`src/rtl/latch_word_serializer_pkg.sv`:
```
// Shared definitions for the latch_word_serializer block: FSM state encoding
// and the default word width.
package latch_word_serializer_pkg;

  localparam int DEFAULT_WIDTH = 8;

  typedef enum logic [1:0] {
    S_IDLE  = 2'd0,
    S_SHIFT = 2'd1,
    S_DONE  = 2'd2
  } state_t;

endpackage : latch_word_serializer_pkg

```
`src/rtl/latch_word_serializer_if.sv`:
```
// Parallel-in / serial-out handshake bundle between a word source, the
// serializer and the downstream bit consumer.
interface latch_word_serializer_if
  import latch_word_serializer_pkg::*;
#(
  parameter int WIDTH = DEFAULT_WIDTH
);

  logic             Load;
  logic [WIDTH-1:0] D;
  logic             Ready;
  logic             Q;
  logic             Valid;
  logic             Busy;
  logic             Done;

  // The master is the environment: it supplies words and accepts bits.
  modport master (
    output Load, D, Ready,
    input  Q, Valid, Busy, Done
  );

  modport slave (
    input  Load, D, Ready,
    output Q, Valid, Busy, Done
  );

endinterface : latch_word_serializer_if

```
`src/rtl/latch_word_serializer_shift_reg_piso.sv`:
```
// Parameterized parallel-load shift register; shifts toward the output end
// with zero fill, so the serial output is always the next bit to send.
module shift_reg_piso
  import latch_word_serializer_pkg::*;
#(
  parameter int WIDTH     = DEFAULT_WIDTH,
  parameter bit LSB_FIRST = 1'b0
) (
  input  logic             clk,
  input  logic             rst,
  input  logic             load_i,
  input  logic             shift_en_i,
  input  logic [WIDTH-1:0] d_i,
  output logic             serial_o
);

  logic [WIDTH-1:0] sreg_q;
  logic [WIDTH-1:0] sreg_d;

  always_comb begin
    sreg_d = sreg_q;
    if (load_i) begin
      sreg_d = d_i;
    end else if (shift_en_i) begin
      sreg_d = LSB_FIRST ? (sreg_q >> 1) : (sreg_q << 1);
    end
  end

  always_ff @(posedge clk or posedge rst) begin
    if (rst) begin
      sreg_q <= '0;
    end else begin
      sreg_q <= sreg_d;
    end
  end

  assign serial_o = LSB_FIRST ? sreg_q[0] : sreg_q[WIDTH-1];

endmodule : shift_reg_piso

```
`src/rtl/latch_word_serializer.sv`:
```
// Captures a parallel word and shifts it out one bit per valid/ready
// transfer, followed by a one-cycle Done pulse.
module latch_word_serializer
  import latch_word_serializer_pkg::*;
#(
  parameter int WIDTH     = DEFAULT_WIDTH,
  parameter bit LSB_FIRST = 1'b0
) (
  input logic                    Clk,
  input logic                    Rst,
  latch_word_serializer_if.slave bus
);

  localparam int CNT_W = $clog2(WIDTH);

  state_t             state_q;
  logic [CNT_W-1:0]   cnt_q;
  logic [CNT_W-1:0]   cnt_d;
  logic               valid_q;
  logic               busy_q;
  logic               done_q;
  logic               capture;
  logic               transfer;
  logic               last_bit;
  logic               serial_bit;

  assign capture  = (state_q == S_IDLE) && bus.Load;
  assign transfer = valid_q && bus.Ready;
  assign last_bit = (cnt_q == CNT_W'(WIDTH - 1));
  assign cnt_d    = cnt_q + CNT_W'(1);

  shift_reg_piso #(
    .WIDTH     (WIDTH),
    .LSB_FIRST (LSB_FIRST)
  ) u_piso (
    .clk        (Clk),
    .rst        (Rst),
    .load_i     (capture),
    .shift_en_i (transfer),
    .d_i        (bus.D),
    .serial_o   (serial_bit)
  );

  // Outputs are registered alongside the state so that reset clears them
  // asynchronously and they never glitch with the inputs.
  always_ff @(posedge Clk or posedge Rst) begin
    if (Rst) begin
      state_q <= S_IDLE;
      cnt_q   <= '0;
      valid_q <= 1'b0;
      busy_q  <= 1'b0;
      done_q  <= 1'b0;
    end else begin
      case (state_q)
        S_IDLE: begin
          if (bus.Load) begin
            state_q <= S_SHIFT;
            cnt_q   <= '0;
            valid_q <= 1'b1;
            busy_q  <= 1'b1;
          end
          done_q <= 1'b0;
        end
        S_SHIFT: begin
          if (bus.Ready) begin
            cnt_q <= cnt_d;
            if (last_bit) begin
              state_q <= S_DONE;
              valid_q <= 1'b0;
              done_q  <= 1'b1;
            end
          end
        end
        S_DONE: begin
          state_q <= S_IDLE;
          busy_q  <= 1'b0;
          done_q  <= 1'b0;
        end
        default: begin
          state_q <= S_IDLE;
          valid_q <= 1'b0;
          busy_q  <= 1'b0;
          done_q  <= 1'b0;
        end
      endcase
    end
  end

  assign bus.Q     = valid_q & serial_bit;
  assign bus.Valid = valid_q;
  assign bus.Busy  = busy_q;
  assign bus.Done  = done_q;

endmodule : latch_word_serializer

```
`src/flat_wrapper.sv`:
```
// flat-port wrapper written by rule: the top's interface ports become plain ports
module latch_word_serializer_flat import latch_word_serializer_pkg::*;
#(
  parameter int WIDTH     = DEFAULT_WIDTH,
  parameter bit LSB_FIRST = 1'b0
)
  (Clk, Rst, bus_Load, bus_D, bus_Ready, bus_Q, bus_Valid, bus_Busy, bus_Done);
  latch_word_serializer_if #(.WIDTH(WIDTH)) bus_i ();
  input logic Clk;
  input logic Rst;
  input wire logic [$bits(bus_i.Load)-1:0] bus_Load;
  input wire logic [$bits(bus_i.D)-1:0] bus_D;
  input wire logic [$bits(bus_i.Ready)-1:0] bus_Ready;
  output wire logic [$bits(bus_i.Q)-1:0] bus_Q;
  output wire logic [$bits(bus_i.Valid)-1:0] bus_Valid;
  output wire logic [$bits(bus_i.Busy)-1:0] bus_Busy;
  output wire logic [$bits(bus_i.Done)-1:0] bus_Done;
  assign bus_i.Load = bus_Load;
  assign bus_i.D = bus_D;
  assign bus_i.Ready = bus_Ready;
  assign bus_Q = bus_i.Q;
  assign bus_Valid = bus_i.Valid;
  assign bus_Busy = bus_i.Busy;
  assign bus_Done = bus_i.Done;
  latch_word_serializer #(.WIDTH(WIDTH), .LSB_FIRST(LSB_FIRST)) u_core (.Clk(Clk), .Rst(Rst), .bus(bus_i));
endmodule
```
`config.mk`:
```
export PLATFORM = sky130hd
export DESIGN_NAME = latch_word_serializer_flat
export DESIGN_NICKNAME = d
export VERILOG_FILES = /design/src/rtl/latch_word_serializer_pkg.sv /design/src/rtl/latch_word_serializer_if.sv /design/src/rtl/latch_word_serializer_shift_reg_piso.sv /design/src/rtl/latch_word_serializer.sv /design/src/flat_wrapper.sv
export SDC_FILE = /design/constraint.sdc
export NUM_CORES = 1
export LEC_CHECK = 0
export CAP_MARGIN = 20
export CORE_UTILIZATION = 35
export CTS_BUF_LIST = sky130_fd_sc_hd__clkbuf_4
export DETAILED_ROUTE_END_ITERATION = 8
export PLACE_DENSITY = 0.63
export SLEW_MARGIN = 0
export SYNTH_ARGS = -nofsm -noshare
export SYNTH_HDL_FRONTEND = slang
export SYNTH_HIERARCHICAL = 1
export SYNTH_SLANG_ARGS = --single-unit
```
`constraint.sdc`:
```
create_clock -name Clk -period 3.05 [get_ports Clk]
set_clock_uncertainty 0.15 [all_clocks]
set_input_delay 0.915 -clock Clk [delete_from_list [all_inputs] [get_ports Clk]]
set_output_delay 0.915 -clock Clk [all_outputs]
set_load 0.02 [all_outputs]
```
==> results by group, run 1 <==
Floorplan
  – Die H: 49 um
  – I/O pin count: 16
  – Initial core utilization: 0.382
  – DIE WIDTH: 49 um
  – DIE AREA: 2400 sq um
  – # rows: 16
  – Placeable Area: 2020 sq um

Clock network
  – CTS tree: yes
  – CTS buffer count: 3
  – H-tree levels: 1
  – CTS max path bufs: 2
  – Reg clk slew, reported paths: 0.08 ns
  – Sink Count: 16
  – Post-CTS Setup Inserts: 0
  – Clock latency at the later pin of the worst-skew pair: 0.28 ns
  – Post_cts resized: 0
  – Root Driver: clkbuf_4
  – Hold buffers post-CTS: 0

Cells and area
  – Layout cell share with drive strength beyond 1: 0.0879
  – Nets@finish: 107
  – Fin util: 0.468
  – Antenna Cells: 0
  – Final Non-Filler Cells: 118
  – Synth-to-Final Area Change: 22.3%
  – Most frequent cells in the layout: nand2_1 (16), dfrtp_1 (16), clkdlybuf4s50_1 (15)

Synthesis
  – Yosys cell types: 22
  – Synth Instances: 76
  – Syn_area_per_cell: 10.2 sq um
  – Mapped Nets: 90
  – Post-synthesis instance area: 773 sq um
  – Register area share after synthesis: 0.518
  – Ys flop type: dfrtp_1
  – Number of synthesized flops with an enable pin: 0
  – Synth warn: 6
  – Number of synthesized register bits: 16
  – Post-synth ARST share: 1.00

Setup path
  – Data arrival, critical path: 1.43 ns
  – Crit path kind: register to output pin
  – Crit path buf inv count: 1
  – R2R Path End: u_core/u_piso/sreg_q[0]
  – R2R depth: 4
  – Slowest library cell on the worst path: clkdlybuf4s50_1
  – Reg2reg start: u_core/state_q[0]
  – Setup crit end kind: output pin
  – CP max FO: 5
  – Critical path's largest stage delay: 0.59 ns
  – Critical path's top delay family: buffers and inverters
  – CP required: 1.98 ns
  – Flop-to-flop setup slack: 1.50 ns
  – Cells along the critical path: and2_1, clkdlybuf4s50_1
  – CP startpoint kind: register

Worst hold path
  – Hold depth: 2
  – WHS Endpoint: u_core/cnt_q[1]
  – Min-delay worst type: register to register
  – Hold Startpoint: u_core/cnt_q[1]

Timing
  – WHS: 0.351 ns
  – Final hold vios: 0
  – Slew margin rel.: 0.678
  – Final setup fails: 0
  – Tcrit/Tclk final: 0.817
  – Crit path time final: 2.49 ns
  – Least-Margin Pin Slew: 0.484 ns
  – RSZ-0062 raised after global routing: no
  – Fmax: 401 MHz
  – Slew Viols, Final: 0
  – Worst setup margin: 0.558 ns
  – Setup TNS: 0 ns

Detailed routing
  – 1st-pass router iterations: 4
  – Drt initial violations: 5
  – Vias: 559
  – Final WL: 1360 um
  – Vias per inst: 4.74
  – Residual DRC: 0
  – ANT nets after route: 0
  – Routed len/inst: 11.6 um

Job
  – Max-cap viol count: 0

Placement
  – Placed Cells: 115
  – HPWL after DPL: 1010 um
  – Number of port buffers: 15
  – Routability cong.: 0.721
  – Place WS: 0.535 ns

Global routing
  – Largest net degree at the start of global routing: 17
  – Antenna violations before repair: 0
  – Vias in the first global route: 578
  – Gr ovfl total: 0
  – Tot GR Track Use: 0.136
  – First-pass GRT wire length: 2500 um

Outcome
  – Status: complete, no violations

Pwr
  – VDD IR max: 366 uV
  – Standby leakage power: 0.000432 uW
  – Pwr dens: 798 nW/um^2
[cell type report]
cell class / instances / area [sq um]
clock buffer: 3 / 22.5
timing repair buffer: 15 / 150
multi-input combinational: 53 / 324
inverter: 4 / 15.0
sequential: 16 / 400
tap: 27 / 33.8
fill: 201 / 1080
[power by group]
part           total (uW)  switching, uW  internal, uW
Clock                 107           61.4          45.8
Combinational         287            142           146
Sequential            360           64.9           295
[logic make-up after synthesis]
kind of cell / after synthesis / synth area share
muxes: 7 / 0.0906
buffers and inverters: 7 / 0.0631
DFF: 16 / 0.518
and+or+nand+nor: 28 / 0.173
adders and majority gates: 2 / 0.0324
AOI/OAI and AO/OA: 16 / 0.123
[synthesized netlist by cell type, types with 2 or more instances]
library cell   n  share of area
dfrtp_1       16           0.52
mux2i_1        7          0.091
nand2_1       16          0.078
ha_1           2          0.032
buf_6          3          0.044
and2_1         2          0.016
inv_1          2         0.0097
o21ai_1        8          0.052
inv_2          2         0.0097
a32oi_1        2          0.023
a21oi_1        3          0.019
nor2_1         3          0.015
[worst min-delay path, stage by stage (launching register included)]
cell and delay (ns):
dfrtp_1 0.37, nand2_1 0.05, nand2_1 0.05
[routing by layer]
metal / GRT usage / up-vias / wire length [um]
li1: - / 289 / -
met1: 0.172 / 258 / 693
met2: 0.215 / 10 / 596
met3: 0.0498 / 2 / 64
met4: 0.0441 / 0 / 8
met5: 0 / - / 0
[how the worst max path moves through the flow]
stage	startpoint	endpoint	slack, ns	depth (start not counted)
final	u_core/bus.Valid	bus_Q	0.56	2
after global routing	u_core/bus.Valid	bus_Q	0.49	2
after CTS	u_core/bus.Valid	bus_Q	0.54	2
after detailed placement	bus_Ready	u_core/u_piso/sreg_q[2]	0.53	4
after global placement	bus_Load	u_core/u_piso/sreg_q[0]	0.56	4
after floorplan	u_core/bus.Valid	bus_Q	1.25	1
[metrics by stage]
stage               area [sq um]  power, uW
floorplan                    773        570
global placement             923        643
detailed placement           923        654
CTS                          946        765
global route                 946        821
finish                       946        755
[sequential cells by signal, summed over array words and instances (netlist names)]
register	flops
u_core/state_q	2
u_core/bus.Valid	1
u_core/u_piso/sreg_q	8
u_core/cnt_q	3
u_core/bus.Done	1
u_core/bus.Busy	1
Note: power is estimated with default switching activity, not from simulation.
==> run 2: changes to the inputs <==
- PLACE_DENSITY: 0.63 -> 0.65
- clock period: 3.05 -> 2.25 ns (I/O delays scaled with it)
==> run 2 against run 1 <==
  * First-iteration DRC count increased by 60%
  * Setup slack got worse by 0.45 ns
  * Critical path type unchanged
  * Sequential share of layout area decreased by 2.1 points
  * Non-clock buffer count increased by 3
  * Clock power increased by 42%
  * Design area increased by 5.3%
  * Die area unchanged
  * Power increased by 40%
  * Largest cell class unchanged
==> results by group, run 2 (synthesized netlist as in run 1, its figures left out) <==
Timing
  – Final setup fails: 0 (unchanged)
  – Slew Viols, Final: 0 (unchanged)
  – Slew margin rel.: 0.792 (was 0.678)
  – Final hold vios: 0 (unchanged)
  – Least-Margin Pin Slew: 0.311 ns (was 0.484 ns)
  – Tcrit/Tclk final: 0.952
  – Crit path time final: 2.14 ns
  – Setup TNS: 0 ns (unchanged)
  – RSZ-0062 raised after global routing: no (unchanged)
  – Fmax: 467 MHz

Global routing
  – Tot GR Track Use: 0.131 (was 0.136)
  – Largest net degree at the start of global routing: 17 (unchanged)
  – Antenna violations before repair: 0 (unchanged)
  – Gr ovfl total: 0 (unchanged)
  – GRT Max-Usage Layer: met2 (unchanged)
  – Met1 global-route usage: 0.150 (was 0.172)
  – Met3 Track Usage GR: 0.0498 (unchanged)
  – Met2 Use GR: 0.211 (was 0.215)
  – Vias in the first global route: 560 (was 578)
  – First-pass GRT wire length: 2350 um (was 2500 um)

Clock network
  – H-tree levels: 1 (unchanged)
  – Reg clk slew, reported paths: 0.08 ns (about the same)
  – CTS buffer count: 3 (unchanged)
  – Sink Count: 16 (unchanged)
  – CTS max path bufs: 2 (unchanged)
  – Clock latency at the later pin of the worst-skew pair: 0.29 ns (was 0.28 ns)
  – CTS tree: yes (unchanged)
  – Hold buffers post-CTS: 0 (unchanged)
  – Root Driver: clkbuf_4 (unchanged)

Cells and area
  – Most frequent cells in the layout: nand2_1 (16), dfrtp_1 (16), clkdlybuf4s50_1 (14) (was nand2_1 (16), dfrtp_1 (16), clkdlybuf4s50_1 (15))
  – Multi-input gate area: 324 sq um (unchanged)
  – Largest reg by FF count: u_core/u_piso/sreg_q (unchanged)
  – Largest register FFs: 8 (unchanged)
  – Layout cell share with drive strength beyond 1: 0.116 (was 0.0879)
  – Register area: 400 sq um (unchanged)
  – Nets@finish: 110 (was 107)
  – Top Registers: u_core/u_piso/sreg_q: 8 flops, u_core/cnt_q: 3 flops, u_core/state_q: 2 flops (unchanged)
  – Final Cell Area: 996 sq um (was 946 sq um)
  – # fillers: 198 (was 201)
  – Antenna Cells: 0 (unchanged)
  – Synth-to-Final Area Change: 28.8% (was 22.3%)

Floorplan
  – DIE WIDTH: 49 um (unchanged)
  – Initial core utilization: 0.382 (unchanged)
  – Die H: 49 um (unchanged)
  – # rows: 16 (unchanged)
  – DIE AREA: 2400 sq um (unchanged)
  – Placeable Area: 2020 sq um (unchanged)
  – I/O pin count: 16 (unchanged)

Detailed routing
  – Routed len/inst: 10.7 um (was 11.6 um)
  – Drt initial violations: 8 (was 5)
  – Residual DRC: 0 (unchanged)
  – ANT nets after route: 0 (unchanged)
  – Vias: 568 (was 559)
  – Vias per inst: 4.66 (was 4.74)
  – Final WL: 1310 um (was 1360 um)
  – 1st-pass router iterations: 3 (was 4)

Job
  – Max-cap viol count: 0 (unchanged)

Placement
  – Routability cong.: 0.721 (about the same)
  – Placed Area: 971 sq um (was 923 sq um)
  – HPWL after DPL: 1000 um (was 1010 um)
  – Number of port buffers: 15 (unchanged)

Setup path
  – Slowest library cell on the worst path: clkdlybuf4s50_1 (unchanged)
  – CP required: 1.42 ns (was 1.98 ns)
  – CP startpoint kind: register (unchanged)
  – Cells along the critical path: clkdlybuf4s50_1 (was and2_1, clkdlybuf4s50_1)
  – CP max FO: 5 (unchanged)
  – Critical path's top delay family: buffers and inverters (unchanged)
  – Setup crit end kind: output pin (unchanged)
  – Crit path buf inv count: 1 (unchanged)
  – Critical path's largest stage delay: 0.62 ns (was 0.59 ns)
  – Crit path kind: register to output pin (unchanged)
  – Data arrival, critical path: 1.32 ns (was 1.43 ns)

Pwr
  – Standby leakage power: 0.000460 uW (was 0.000432 uW)
  – VDD IR max: 560 uV (was 366 uV)
  – Pwr dens: 1060 nW/um^2 (was 798 nW/um^2)

Worst hold path
  – Min-delay worst type: register to register (unchanged)

Outcome
  – Status: complete, no violations (unchanged)
[run 2: timing repair]
item,in CTS,in global routing
resized for setup,1,0
setup buffers,0,0
endpoints found under the setup margin,1,0
[run 2: final timing paths]
kind,from,end,slack (ns),depth (start not counted)
min in group asynchronous,Rst,u_core/u_piso/sreg_q[1],0.50,2
worst max register to register,u_core/cnt_q[0],u_core/cnt_q[2],0.83,4
worst max-delay path,u_core/bus.Valid,bus_Valid,0.11,1
worst min register to register,u_core/bus.Busy,u_core/bus.Busy,0.36,2
worst min-delay path,u_core/bus.Busy,u_core/bus.Busy,0.36,2
max in group asynchronous,Rst,u_core/bus.Busy,1.21,2
[run 2: power by group]
group          total, uW  leakage [uW]  internal [uW]  switching (uW)
Clock                152     0.0000154           64.5            87.9
Sequential           484      0.000202            400            83.5
Combinational        418      0.000243            223             195
Total               1050      0.000460            688             367
[run 2: metrics by stage]
stage	worst slack, ns	utilization	total power (uW)	hold WS, ns	cells
floorplan	0.687	-	772	0.313	76
global placement	0.248	0.480	907	0.331	118
detailed placement	0.220	0.480	921	0.342	118
CTS	0.0766	0.493	1080	0.363	122
global route	0.0363	0.493	1140	0.392	122
finish	0.109	0.493	1050	0.358	122
[run 2: metal layers]
metal  part of all wire  wire length [um]
met5                  0                 0
met4              0.016                21
met3              0.059                77
met2               0.46               598
met1               0.47               612
[run 2: area by class of cell]
cell class,count,share of cell area
multi-input combinational,53,0.325
timing repair buffer,18,0.197
tap,27,0.0339
clock inverter,1,0.00377
clock buffer,3,0.0226
sequential,16,0.402
inverter,4,0.0151
==> run 3: changes to the inputs <==
- ABC_AREA: not set -> 1
- PLACE_DENSITY: 0.65 -> 0.66
==> run 3 against run 2 <==
  * Maximum frequency grew 0.92%
  * Power is 0.26% higher
  * Critical path depth unchanged
  * Count of clock-buffer cells in the layout unchanged
  * Sequential cell count unchanged
  * Sequential share of layout area grew 1.4 points
  * Largest cell class unchanged
  * Combinational power about the same
  * Setup slack better by 0.019 ns
  * First-iteration DRC count down 88%
  * Core utilization is 1.1 points lower
  * Routed wire length up 6.8%
  * Critical endpoint unchanged
  * Worst hold slack worse by 0.014 ns
==> results by group, run 3 <==
Outcome
  – Status: complete, no violations (unchanged)

Synthesis
  – Area share of the largest cell type after synthesis: 0.523 (was 0.518)
  – Adder-Cell Fraction of Synth Area: 0.0327 (was 0.0324)
  – Post-synth ARST share: 1.00 (unchanged)
  – Largest family of logic cells by synthesized area: simple AND/OR/NAND/NOR gates (unchanged)
  – Top-count cell post-synth: nand2_1
  – Number of synthesized register bits: 16 (unchanged)
  – Mapped Nets: 102 (was 90)
  – Mux cell area share after synthesis: 0 (was 0.0906)
  – Yosys top cell by area: dfrtp_1 (unchanged)
  – Number of synthesized flops with an enable pin: 0 (unchanged)
  – Synth Instances: 88 (was 76)
  – Post-synthesis instance area: 766 sq um (was 773 sq um)
  – Post-Synth XOR/XNOR Area: 0 (unchanged)
  – Syn_area_per_cell: 8.70 sq um (was 10.2 sq um)
  – Synth Area in Compound Gates: 0.00654 (was 0.123)
  – Synth warn: 6 (unchanged)
  – Post-Synth Simple-Gate Area: 0.355 (was 0.173)
  – Ys flop type: dfrtp_1 (unchanged)
  – Synth cell count leaders: nand2_1 (31), nand3_1 (19), dfrtp_1 (16) (was dfrtp_1 (16), nand2_1 (16), o21ai_1 (8))
  – Register area share after synthesis: 0.523 (was 0.518)
  – Largest cells by area after synthesis: dfrtp_1 (52%), nand2_1 (15%), nand3_1 (12%), inv_1 (3.4%), ha_1 (3.3%) (was dfrtp_1 (52%), mux2i_1 (9.1%), nand2_1 (7.8%), o21ai_1 (5.2%), buf_6 (4.4%))
  – Yosys cell types: 14 (was 22)

Job
  – Max-cap viol count: 0 (unchanged)

Cells and area
  – Largest register FFs: 8 (unchanged)
  – Largest reg by FF count: u_core/u_piso/sreg_q (unchanged)
  – Most common cell after layout, fill and taps aside: nand2_1
  – Nets@finish: 121 (was 110)
  – Top Registers: u_core/u_piso/sreg_q: 8 flops, u_core/cnt_q: 3 flops, u_core/state_q: 2 flops (unchanged)
  – Fin util: 0.481 (was 0.493)
  – Layout cell share with drive strength beyond 1: 0.0943 (was 0.116)
  – Most frequent cells in the layout: nand2_1 (31), nand3_1 (19), dfrtp_1 (16) (was nand2_1 (16), dfrtp_1 (16), clkdlybuf4s50_1 (14))
  – Synth-to-Final Area Change: 25.8% (was 28.8%)
  – Antenna Cells: 0 (unchanged)
  – Final Non-Filler Cells: 133 (was 122)

Detailed routing
  – Routed len/inst: 10.5 um (was 10.7 um)
  – Drt initial violations: 1 (was 8)
  – Vias: 613 (was 568)
  – Vias per inst: 4.61 (was 4.66)
  – 1st-pass router iterations: 5 (was 3)
  – ANT nets after route: 0 (unchanged)
  – Residual DRC: 0 (unchanged)
  – Final WL: 1400 um (was 1310 um)

Setup path
  – Reg2reg start: u_core/state_q[0] (was u_core/cnt_q[0])
  – CP startpoint kind: register (unchanged)
  – Critical path's top delay family: buffers and inverters (unchanged)
  – CP required: 1.42 ns (about the same)
  – Slowest library cell on the worst path: clkdlybuf4s50_1 (unchanged)
  – Setup crit end kind: output pin (unchanged)
  – CP max FO: 4 (was 5)
  – Cells along the critical path: clkdlybuf4s50_1 (unchanged)
  – Crit path buf inv count: 1 (unchanged)
  – Crit path kind: register to output pin (unchanged)
  – Data arrival, critical path: 1.30 ns (was 1.32 ns)
  – Critical path's largest stage delay: 0.62 ns (about the same)
  – Crit. Startpoint: u_core/bus.Valid (unchanged)

Clock network
  – Root Driver: clkbuf_4 (unchanged)
  – CTS buffer count: 3 (unchanged)
  – H-tree levels: 1 (unchanged)
  – CTS tree: yes (unchanged)
  – Reg clk slew, reported paths: 0.09 ns (was 0.08 ns)
  – Sink Count: 16 (unchanged)
  – Clock latency at the later pin of the worst-skew pair: 0.28 ns (was 0.29 ns)
  – Post-CTS Setup Inserts: 0 (unchanged)
  – CTS max path bufs: 2 (unchanged)

Timing
  – Fmax: 471 MHz (was 467 MHz)
  – Tcrit/Tclk final: 0.943 (was 0.952)
  – Slew margin rel.: 0.767 (was 0.792)
  – Final hold vios: 0 (unchanged)
  – Final setup fails: 0 (unchanged)
  – Crit path time final: 2.12 ns (was 2.14 ns)
  – RSZ-0062 raised after global routing: no (unchanged)
  – WHS: 0.344 ns (was 0.358 ns)
  – Slew Viols, Final: 0 (unchanged)
  – Setup TNS: 0 ns (unchanged)
  – Least-Margin Pin Slew: 0.349 ns (was 0.311 ns)

Placement
  – Routability cong.: 0.753 (was 0.721)
  – Placed Cells: 129 (was 118)
  – Number of port buffers: 15 (unchanged)
  – HPWL after DPL: 1080 um (was 1000 um)

Pwr
  – Design Power: 1060 uW (was 1050 uW)
  – Pwr dens: 1100 nW/um^2 (was 1060 nW/um^2)
  – Standby leakage power: 0.000510 uW (was 0.000460 uW)
  – VDD IR max: 404 uV (was 560 uV)

Global routing
  – Largest net degree at the start of global routing: 10 (was 17)
  – Gr ovfl total: 0 (unchanged)
  – Tot GR Track Use: 0.131 (about the same)
  – First-pass GRT wire length: 2380 um (was 2350 um)
  – Antenna violations before repair: 0 (unchanged)
  – Vias in the first global route: 567 (was 560)

Floorplan
  – Die H: 48.8 um (was 49 um)
  – Placeable Area: 2000 sq um (was 2020 sq um)
  – # rows: 16 (unchanged)
  – Initial core utilization: 0.382 (about the same)
  – DIE AREA: 2380 sq um (was 2400 sq um)
  – I/O pin count: 16 (unchanged)
  – DIE WIDTH: 48.8 um (was 49 um)

Worst hold path
  – Hold Startpoint: u_core/u_piso/sreg_q[7] (was u_core/bus.Busy)
  – Min-delay worst type: register to register (unchanged)
## run 3: cell types whose count changed after synthesis, moves of 2 or more
cell,previous run,this run
a32oi_1,2,0
inv_1,2,7
mux2i_1,7,0
nand4_1,0,3
nor2_1,3,1
nand3_1,1,19
o21ai_1,8,0
a21oi_1,3,1
and2_1,2,0
nand2_1,16,31
## run 3: metal layers
| metal | share of wire | track usage |
|---|---|---|
| met1 | 0.51 | 0.196 |
| met2 | 0.46 | 0.178 |
| met3 | 0.023 | 0.0187 |
| met4 | 0.014 | 0.0735 |
| met5 | 0 | 0 |
## run 3: worst reg2reg max path, cell delays in order (launching register included)
cell and delay [ns]:
dfrtp_1 0.49, nor2_4 0.14, nand2_2 0.10, inv_1 0.23, inv_2 0.11, nand3_1 0.09, nand3_1 0.08
## run 3: kinds of logic after synthesis
family / Yosys count
and+or+nand+nor: 57
DFF: 16
buffers and inverters: 12
adders and majority gates: 2
AOI/OAI and AO/OA: 1
## run 3: timing repair
action	4_1_cts	5_1_grt
resized for setup	0	1
hold buffers	0	0
setup endpoints to repair	0	1
## run 3: worst paths after layout
check / end / slack, ns / cells after the start
max in group asynchronous: u_core/state_q[1] / 1.21 / 2
min: u_core/u_piso/sreg_q[7] / 0.34 / 2
max: bus_Valid / 0.13 / 1
min reg2reg: u_core/u_piso/sreg_q[7] / 0.34 / 2
min in group asynchronous: u_core/u_piso/sreg_q[1] / 0.50 / 2
max reg2reg: u_core/u_piso/sreg_q[2] / 0.72 / 6
## run 3: metrics by stage
stage               cell area, sq um  worst slack [ns]
finish                           963             0.128
global route                     963            0.0673
CTS                              961            0.0367
detailed placement               935             0.204
global placement                 935             0.225
floorplan                        766             0.747
## run 3: final cells by class
class	instances	area, sq um
clock buffers	3	22.5
well taps	27	33.8
multi-input cells	60	302
repair buffers	17	168
fillers	200	1040
clock inverters	1	3.75
flip-flops and latches	16	400
inverters	9	33.8
## run 3: power breakdown
group,switching [uW],internal (uW),total [uW]
Combinational,228,190,418
Clock,87.8,64.2,152
Sequential,88.6,399,488
